### config.mk
export PLATFORM = sky130hd
export DESIGN_NAME = fixed_decimator
export DESIGN_NICKNAME = d
export VERILOG_FILES = /design/src/rtl/fixed_decimator.sv
export SDC_FILE = /design/constraint.sdc
export NUM_CORES = 1
export LEC_CHECK = 0
export ABC_AREA = 1
export BUFFER_PORTS_ARGS = -buffer_cell sky130_fd_sc_hd__clkbuf_2
export CAP_MARGIN = 5
export CORE_UTILIZATION = 66
export DETAILED_ROUTE_END_ITERATION = 8
export PLACE_DENSITY_LB_ADDON = 0.05
export SLEW_MARGIN = 20
export SYNTH_ARGS = -nofsm -noshare
export SYNTH_HDL_FRONTEND = slang
export SYNTH_SLANG_ARGS = --single-unit
### constraint.sdc
create_clock -name clk -period 4.95 [get_ports clk]
set_input_delay 0.2475 -clock clk [delete_from_list [all_inputs] [get_ports clk]]
set_output_delay 0.2475 -clock clk [all_outputs]
set_load 0.005 [all_outputs]
### src/rtl/fixed_decimator.sv
// Block-averaging decimator: collapses each window of 2**LOG2_N fixed-point samples
// into {mean, min, max} and queues results in a 2-entry output FIFO.
module fixed_decimator #(
    parameter int WIDTH  = 16,
    parameter int EXP    = -8,
    parameter int LOG2_N = 3
) (
    input  logic                    clk,
    input  logic                    rst_n,
    input  logic                    clear,
    input  logic signed [WIDTH-1:0] in_data,
    input  logic                    in_valid,
    input  logic                    out_ready,
    output logic                    out_valid,
    output logic signed [WIDTH-1:0] out_mean,
    output logic signed [WIDTH-1:0] out_min,
    output logic signed [WIDTH-1:0] out_max,
    output logic                    overrun
);

    localparam int AW = WIDTH + LOG2_N;
    localparam int N  = 1 << LOG2_N;
    localparam int EW = 3 * WIDTH;
    localparam logic [LOG2_N:0] LAST_CNT = (LOG2_N + 1)'(N - 1);

    typedef enum logic {EMPTY, ACCUM} state_t;

    state_t                  state_q, state_d;
    logic signed [AW-1:0]    acc_q, acc_d;
    logic [LOG2_N:0]         cnt_q, cnt_d;
    logic signed [WIDTH-1:0] min_q, min_d;
    logic signed [WIDTH-1:0] max_q, max_d;
    logic [EW-1:0]           slot_q [2];
    logic [EW-1:0]           slot_d [2];
    logic [1:0]              fill_q, fill_d;
    logic                    overrun_q, overrun_d;

    logic signed [AW-1:0]    in_ext;
    logic signed [AW-1:0]    sum;
    logic signed [WIDTH-1:0] new_min, new_max, mean_w;
    logic                    last_sample, complete, pop, push, drop, wr_idx;

    assign in_ext  = {{LOG2_N{in_data[WIDTH-1]}}, in_data};
    assign sum     = acc_q + in_ext;
    // Arithmetic shift floors toward -inf; the mean lies within [min,max] so truncation is safe.
    assign mean_w  = WIDTH'(sum >>> LOG2_N);
    assign new_min = (in_data < min_q) ? in_data : min_q;
    assign new_max = (in_data > max_q) ? in_data : max_q;

    assign last_sample = (state_q == ACCUM) && (cnt_q == LAST_CNT);
    assign complete    = in_valid && !clear && last_sample;
    assign pop         = (fill_q != 2'd0) && out_ready;
    assign push        = complete && ((fill_q != 2'd2) || pop);
    assign drop        = complete && (fill_q == 2'd2) && !pop;
    // Tail position after any same-edge pop has shifted the head out.
    assign wr_idx      = fill_q[1] | (fill_q[0] & ~pop);

    always_comb begin
        state_d = state_q;
        acc_d   = acc_q;
        cnt_d   = cnt_q;
        min_d   = min_q;
        max_d   = max_q;
        if (clear) begin
            state_d = EMPTY;
            acc_d   = '0;
            cnt_d   = '0;
        end else if (in_valid) begin
            case (state_q)
                EMPTY: begin
                    state_d = ACCUM;
                    acc_d   = in_ext;
                    cnt_d   = (LOG2_N + 1)'(1);
                    min_d   = in_data;
                    max_d   = in_data;
                end
                default: begin
                    min_d = new_min;
                    max_d = new_max;
                    if (last_sample) begin
                        state_d = EMPTY;
                        acc_d   = '0;
                        cnt_d   = '0;
                    end else begin
                        acc_d = sum;
                        cnt_d = cnt_q + 1'b1;
                    end
                end
            endcase
        end
    end

    always_comb begin
        slot_d[0] = slot_q[0];
        slot_d[1] = slot_q[1];
        if (pop) begin
            slot_d[0] = slot_q[1];
        end
        if (push) begin
            slot_d[wr_idx] = {mean_w, new_min, new_max};
        end
        fill_d    = fill_q - {1'b0, pop} + {1'b0, push};
        overrun_d = clear ? 1'b0 : (overrun_q | drop);
    end

    always_ff @(posedge clk) begin
        if (!rst_n) begin
            state_q   <= EMPTY;
            acc_q     <= '0;
            cnt_q     <= '0;
            min_q     <= '0;
            max_q     <= '0;
            slot_q[0] <= '0;
            slot_q[1] <= '0;
            fill_q    <= '0;
            overrun_q <= 1'b0;
        end else begin
            state_q   <= state_d;
            acc_q     <= acc_d;
            cnt_q     <= cnt_d;
            min_q     <= min_d;
            max_q     <= max_d;
            slot_q[0] <= slot_d[0];
            slot_q[1] <= slot_d[1];
            fill_q    <= fill_d;
            overrun_q <= overrun_d;
        end
    end

    assign out_valid = (fill_q != 2'd0);
    assign out_mean  = slot_q[0][EW-1 -: WIDTH];
    assign out_min   = slot_q[0][2*WIDTH-1 -: WIDTH];
    assign out_max   = slot_q[0][WIDTH-1:0];
    assign overrun   = overrun_q;

endmodule

-- Word level (Yosys, flattened, before mapping)
Memories as Yosys holds them, arrays and structs flattened.
Cells that the tools add are included.
- memories: 1
- input bits: 21
- RAM bits: 96
- output and inout port bits: 50
- register bits: 59
- logic and storage cells: 61
- eq/ne operators: 3
- bitwise logic cells: 9
- order comparisons: 4
- reductions and logical operators: 14
- $add $sub $neg: 4
- muxes and demuxes: 19
- memories (name ; words ; width ; rd ports ; clocked after Yosys merged registers in ; wr ports ; RTL line ; text):
    slot_q ; 2 ; 48 ; 2 ; 0 ; 2 ; 33 ; logic [EW-1:0] slot_q [2];
- operators with widths (cell ; number):
    two-way mux 48 bit ; 4
    bitwise mux 96 bit ; 1
    two-way mux 96 bit ; 1
    two-way mux 16 bit ; 4
    demux 48 bit (select 1 bit) ; 1
    two-way mux 19 bit ; 2
    adder 19 x 16 -> 19 bit ; 1
    greater-than comparator 16 bit ; 1
    < comparator 16 bit ; 1
    logical AND 1 bit ; 8
    two-way mux 4 bit ; 2
    adder 4 x 1 -> 4 bit (second input constant) ; 1
    equality test 4 x 3 -> 1 bit (second input constant) ; 1
    two-way mux 1 bit ; 4
    OR 1 bit ; 4
    NOT 1 bit ; 3
    adder 2 x 1 -> 2 bit ; 1
    equality test 2 bit (second input constant) ; 1
    >= comparator 2 bit (second input constant) ; 1
    logical NOT 1 bit ; 2
    < comparator 2 x 1 -> 1 bit (second input constant) ; 1
    != test 2 bit (second input constant) ; 1
    NOT 1 -> 2 bit ; 1
    AND reduction 2 bit ; 1
    other kinds (5) ; 5

-- Longest topological paths before layout
- depth after elaboration: 13
- gate-level depth with buffers: 19
- mapped depth without buffers: 18

-- Worst setup path after synthesis
No wires, ideal clock.
- path kind: register -> register
- start point: reg min_q[15]
- end point: reg min_q[10]
- data arrival time: 1.849 ns
- period minus slack after synthesis: 1.969 ns
- path slack: 2.981 ns
- stages on the path, launching flop included: 12
- data required time: 4.831 ns
- path through: dfxtp_1 > inv_1 > ha_1 > a21oi_1 > o21ai_0 > nor2_1 > nand2_1 > nand2_2 > clkbuf_1 > nand3_1 > nand3_1 > a21oi_1
- cells in the longest elaborated chain, start to end: 3
- ends and longest elaborated chain (what ; RTL line ; text):
    start: declaration ; 31 ; logic signed [WIDTH-1:0] min_q, min_d;
    start signal: assignment ; 121 ; min_q <= min_d;
    < comparator 16 bit ; 47 ; assign new_min = (in_data < min_q) ? in_data : min_q;
    two-way mux 16 bit ; 47 ;
    two-way mux 16 bit ; 69 ; case (state_q)
No other way between the ends.
A chain may end at the register's enable or synchronous reset.

==> results.md <==
- Status: finished clean
- Comb pwr share: 0.160
- Sequential cell area fraction in the yosys report: 0.324
- TritonRoute pass-1 iters: 6
- Fin worst setup slack: 1700 ps
- Largest net degree at the start of global routing: 76
- Post-CTS Setup Repair Bufs: 0
- Average wire per standard cell: 15.6 um
- DP Wirelength: 18400 um
- Total of warnings raised by yosys: 0
- CP Launch Type: primary input
- Reg power frac: 0.411
- Clock slew at reported path FFs: 60 ps
- RSZ-0062 raised after global routing: no
- Fill cell count: 1279
- Commonest non-fill, non-tap cell in the layout: nand2_1
- Crit end category: flop
- CTS sink count: 155
- Detailed-route via count: 9422
- Simple-Gate Fraction of Synth Area: 0.308
- Cts repair resizes: 0
- CTS tree: built
- Peak VDD IR: 0.000262 V
- H-tree depth: 4
- Pint: 2.21 mW
- Initial Util: 0.684
- First-pass GRT wire length: 41400 um
- Post-synthesis mux area share: 0
- Final core utilization: 0.724
- Adder-cell area share of the yosys netlist: 0.0701
- Ports: 71
- CP Cell Sequence: clkbuf_2, inv_2, nor2_2, buf_4, nand2_2, a31oi_2, nand2_1, clkinv_2, o211ai_1, inv_1
- Worst EP required: 5260 ps
- Synth Net Count: 1560
- Cts-stage hold buffer count: 0
- NetSw: 0.937 mW
- R2R setup slack: 1820 ps
- Worst path max stage delay: 960 ps
- # setup viols final: 0
- Complex-gate fraction of the synthesized area: 0.135
- Core area: 14000 um^2
- CTS Buf Count: 17
- Slew HR: 0.342
- Rows: 43
- Clock power share: 0.429
- Die area: 15000 um^2
- Worst Skew: 6.26 ps
- Vias/cell: 5.68
- Tot GR Track Use: 0.356
- Crit Path Max Fanout: 75
- Post-synthesis average cell area: 6.44 um^2
- Die Wd: 122 um
- Least-Margin Pin Slew: 987 ps
- Final Hold Fails: 0
- Largest family of logic cells by synthesized area: simple AND/OR/NAND/NOR gates
- Fmax: 307 MHz
- Final WL: 25900 um
- WP data arrival: 3570 ps
- Net Sw Frac: 0.298
- Area growth syn-to-layout: 5.74%
- Gp weighted congestion: 1.02
- Cells after DPL: 1625
- Total grt overflow: 0
- Worst-skew pair later-pin latency: 430 ps
- Hold_ws: 232 ps
- Pleak: 5.13 nW
- Synthesized area: 9570 um^2
- Worst path slowest cell: clkinv_2
- DRT antenna net count: 0
- Post-layout minimum cycle time: 3250 ps
- Fin crit share: 0.657
- Worst hold-check path type: primary input to flop
- Gate count after technology mapping: 1486
- Final Non-Filler Cells: 1658
- Dpl ws: 1320 ps
- Placed Area: 9520 um^2
- I/O Buffers: 70
- Number of global-route vias before repair: 8299
- DRC Markers: 0
- Die H: 122 um
- Buffer and inverter count on the worst path: 5
- Post-synthesis xor/xnor area fraction: 0.00732
- Root buf cell: clkbuf_16
- Max Buffers Root-to-Sink: 2
- Total power: 3.15 mW
- PwrDens: 311 nW/um^2
- Post-synthesis register bit count: 155
- CP Class: primary input to flop
- Max Cap Viol: 0
- Nets: 1538
- Layout cells sized above 1: 0.0873
- Crit path max-delay family: buffers and inverters
- Fin. max-slew vios: 0
- Setup TNS: 0 ps
- DRT iter0 DRCs: 954
- Fin area: 10100 um^2
- Most frequent cells in the layout: nand2_1, inv_1, nand3_1
- Initial antenna violation count: 1
- Netlist cell types: 40
-- worst reg2reg max path: stages (launching register included) --
cell and delay [ps]:
dfxtp_1 330, ha_1 210, nand2_1 140, nor3_4 70, nand2_2 100, a31oi_2 50, nand2_1 530, clkinv_2 970
o211ai_1 550, inv_1 70
-- power groups by stage --
| stage | registers, mW | logic, mW | clock network, mW |
|---|---|---|---|
| after CTS | 1.29 | 0.490 | 1.35 |
| after global placement | 1.32 | 0.481 | 0 |
| final | 1.29 | 0.504 | 1.35 |
| after global routing | 1.29 | 0.561 | 1.40 |
| after floorplan | 1.31 | 0.355 | 0 |
| after detailed placement | 1.32 | 0.487 | 0 |
-- layer usage --
metal  up-vias  share of wire  track usage
li1       4688              -            -
met1      4269           0.45        0.504
met2       407           0.43        0.542
met3        56          0.088       0.0539
met4         2          0.025        0.136
met5         -        0.00058            0
-- cell families (layout without fill, tap and decap cells) --
logic type	after synthesis	in the layout
xor gates and xnor gates	8	8
adders and majority gates	53	53
AOI/OAI and AO/OA	242	242
buffers and inverters	330	321
and+or+nand+nor	698	698
DFF	155	155
other	0	1
-- synthesized netlist by cell type (all sizes together) --
master / n / area [um^2]
a21boi: 1 / 7.51
a21o: 2 / 15.0
a21oi: 110 / 551
a221oi: 2 / 17.5
a311oi: 2 / 17.5
a31oi: 16 / 106
and2: 1 / 6.26
buf: 78 / 536
clkbuf: 41 / 154
clkinv: 1 / 3.75
dfxtp: 155 / 3100
fa: 1 / 20.0
ha: 52 / 651
inv: 210 / 788
nand2: 343 / 1300
nand3: 166 / 846
nand3b: 3 / 22.5
nand4: 21 / 131
nor2: 157 / 594
nor3: 4 / 31.3
nor4: 1 / 6.26
o211ai: 6 / 45.0
o21a: 2 / 15.0
o21ai: 95 / 475
o21bai: 4 / 30.0
o31ai: 2 / 15.0
or2: 2 / 12.5
xnor2: 2 / 17.5
xor2: 6 / 52.6
-- final timing paths --
path | end | depth (start not counted) | from
max | flop | 10 | in_valid
min | overrun$_SDFF_PP0_ | 4 | out_ready
max reg2reg | flop | 9 | cnt_q[0]$_SDFFE_PP0P_
min reg2reg | overrun$_SDFF_PP0_ | 2 | overrun$_SDFF_PP0_
-- cell type report --
| type | count | area, um^2 | share of cell area |
|---|---|---|---|
| inverter | 211 | 793 | 0.0784 |
| clock inverter | 13 | 166 | 0.0164 |
| antenna | 1 | 2.50 | 0.000247 |
| sequential | 155 | 3100 | 0.307 |
| clock buffer | 19 | 433 | 0.0428 |
| tap | 180 | 225 | 0.0222 |
| timing repair buffer | 78 | 410 | 0.0405 |
| multi-input combinational | 1001 | 4990 | 0.493 |
Note: power is estimated with default switching activity, not from simulation.
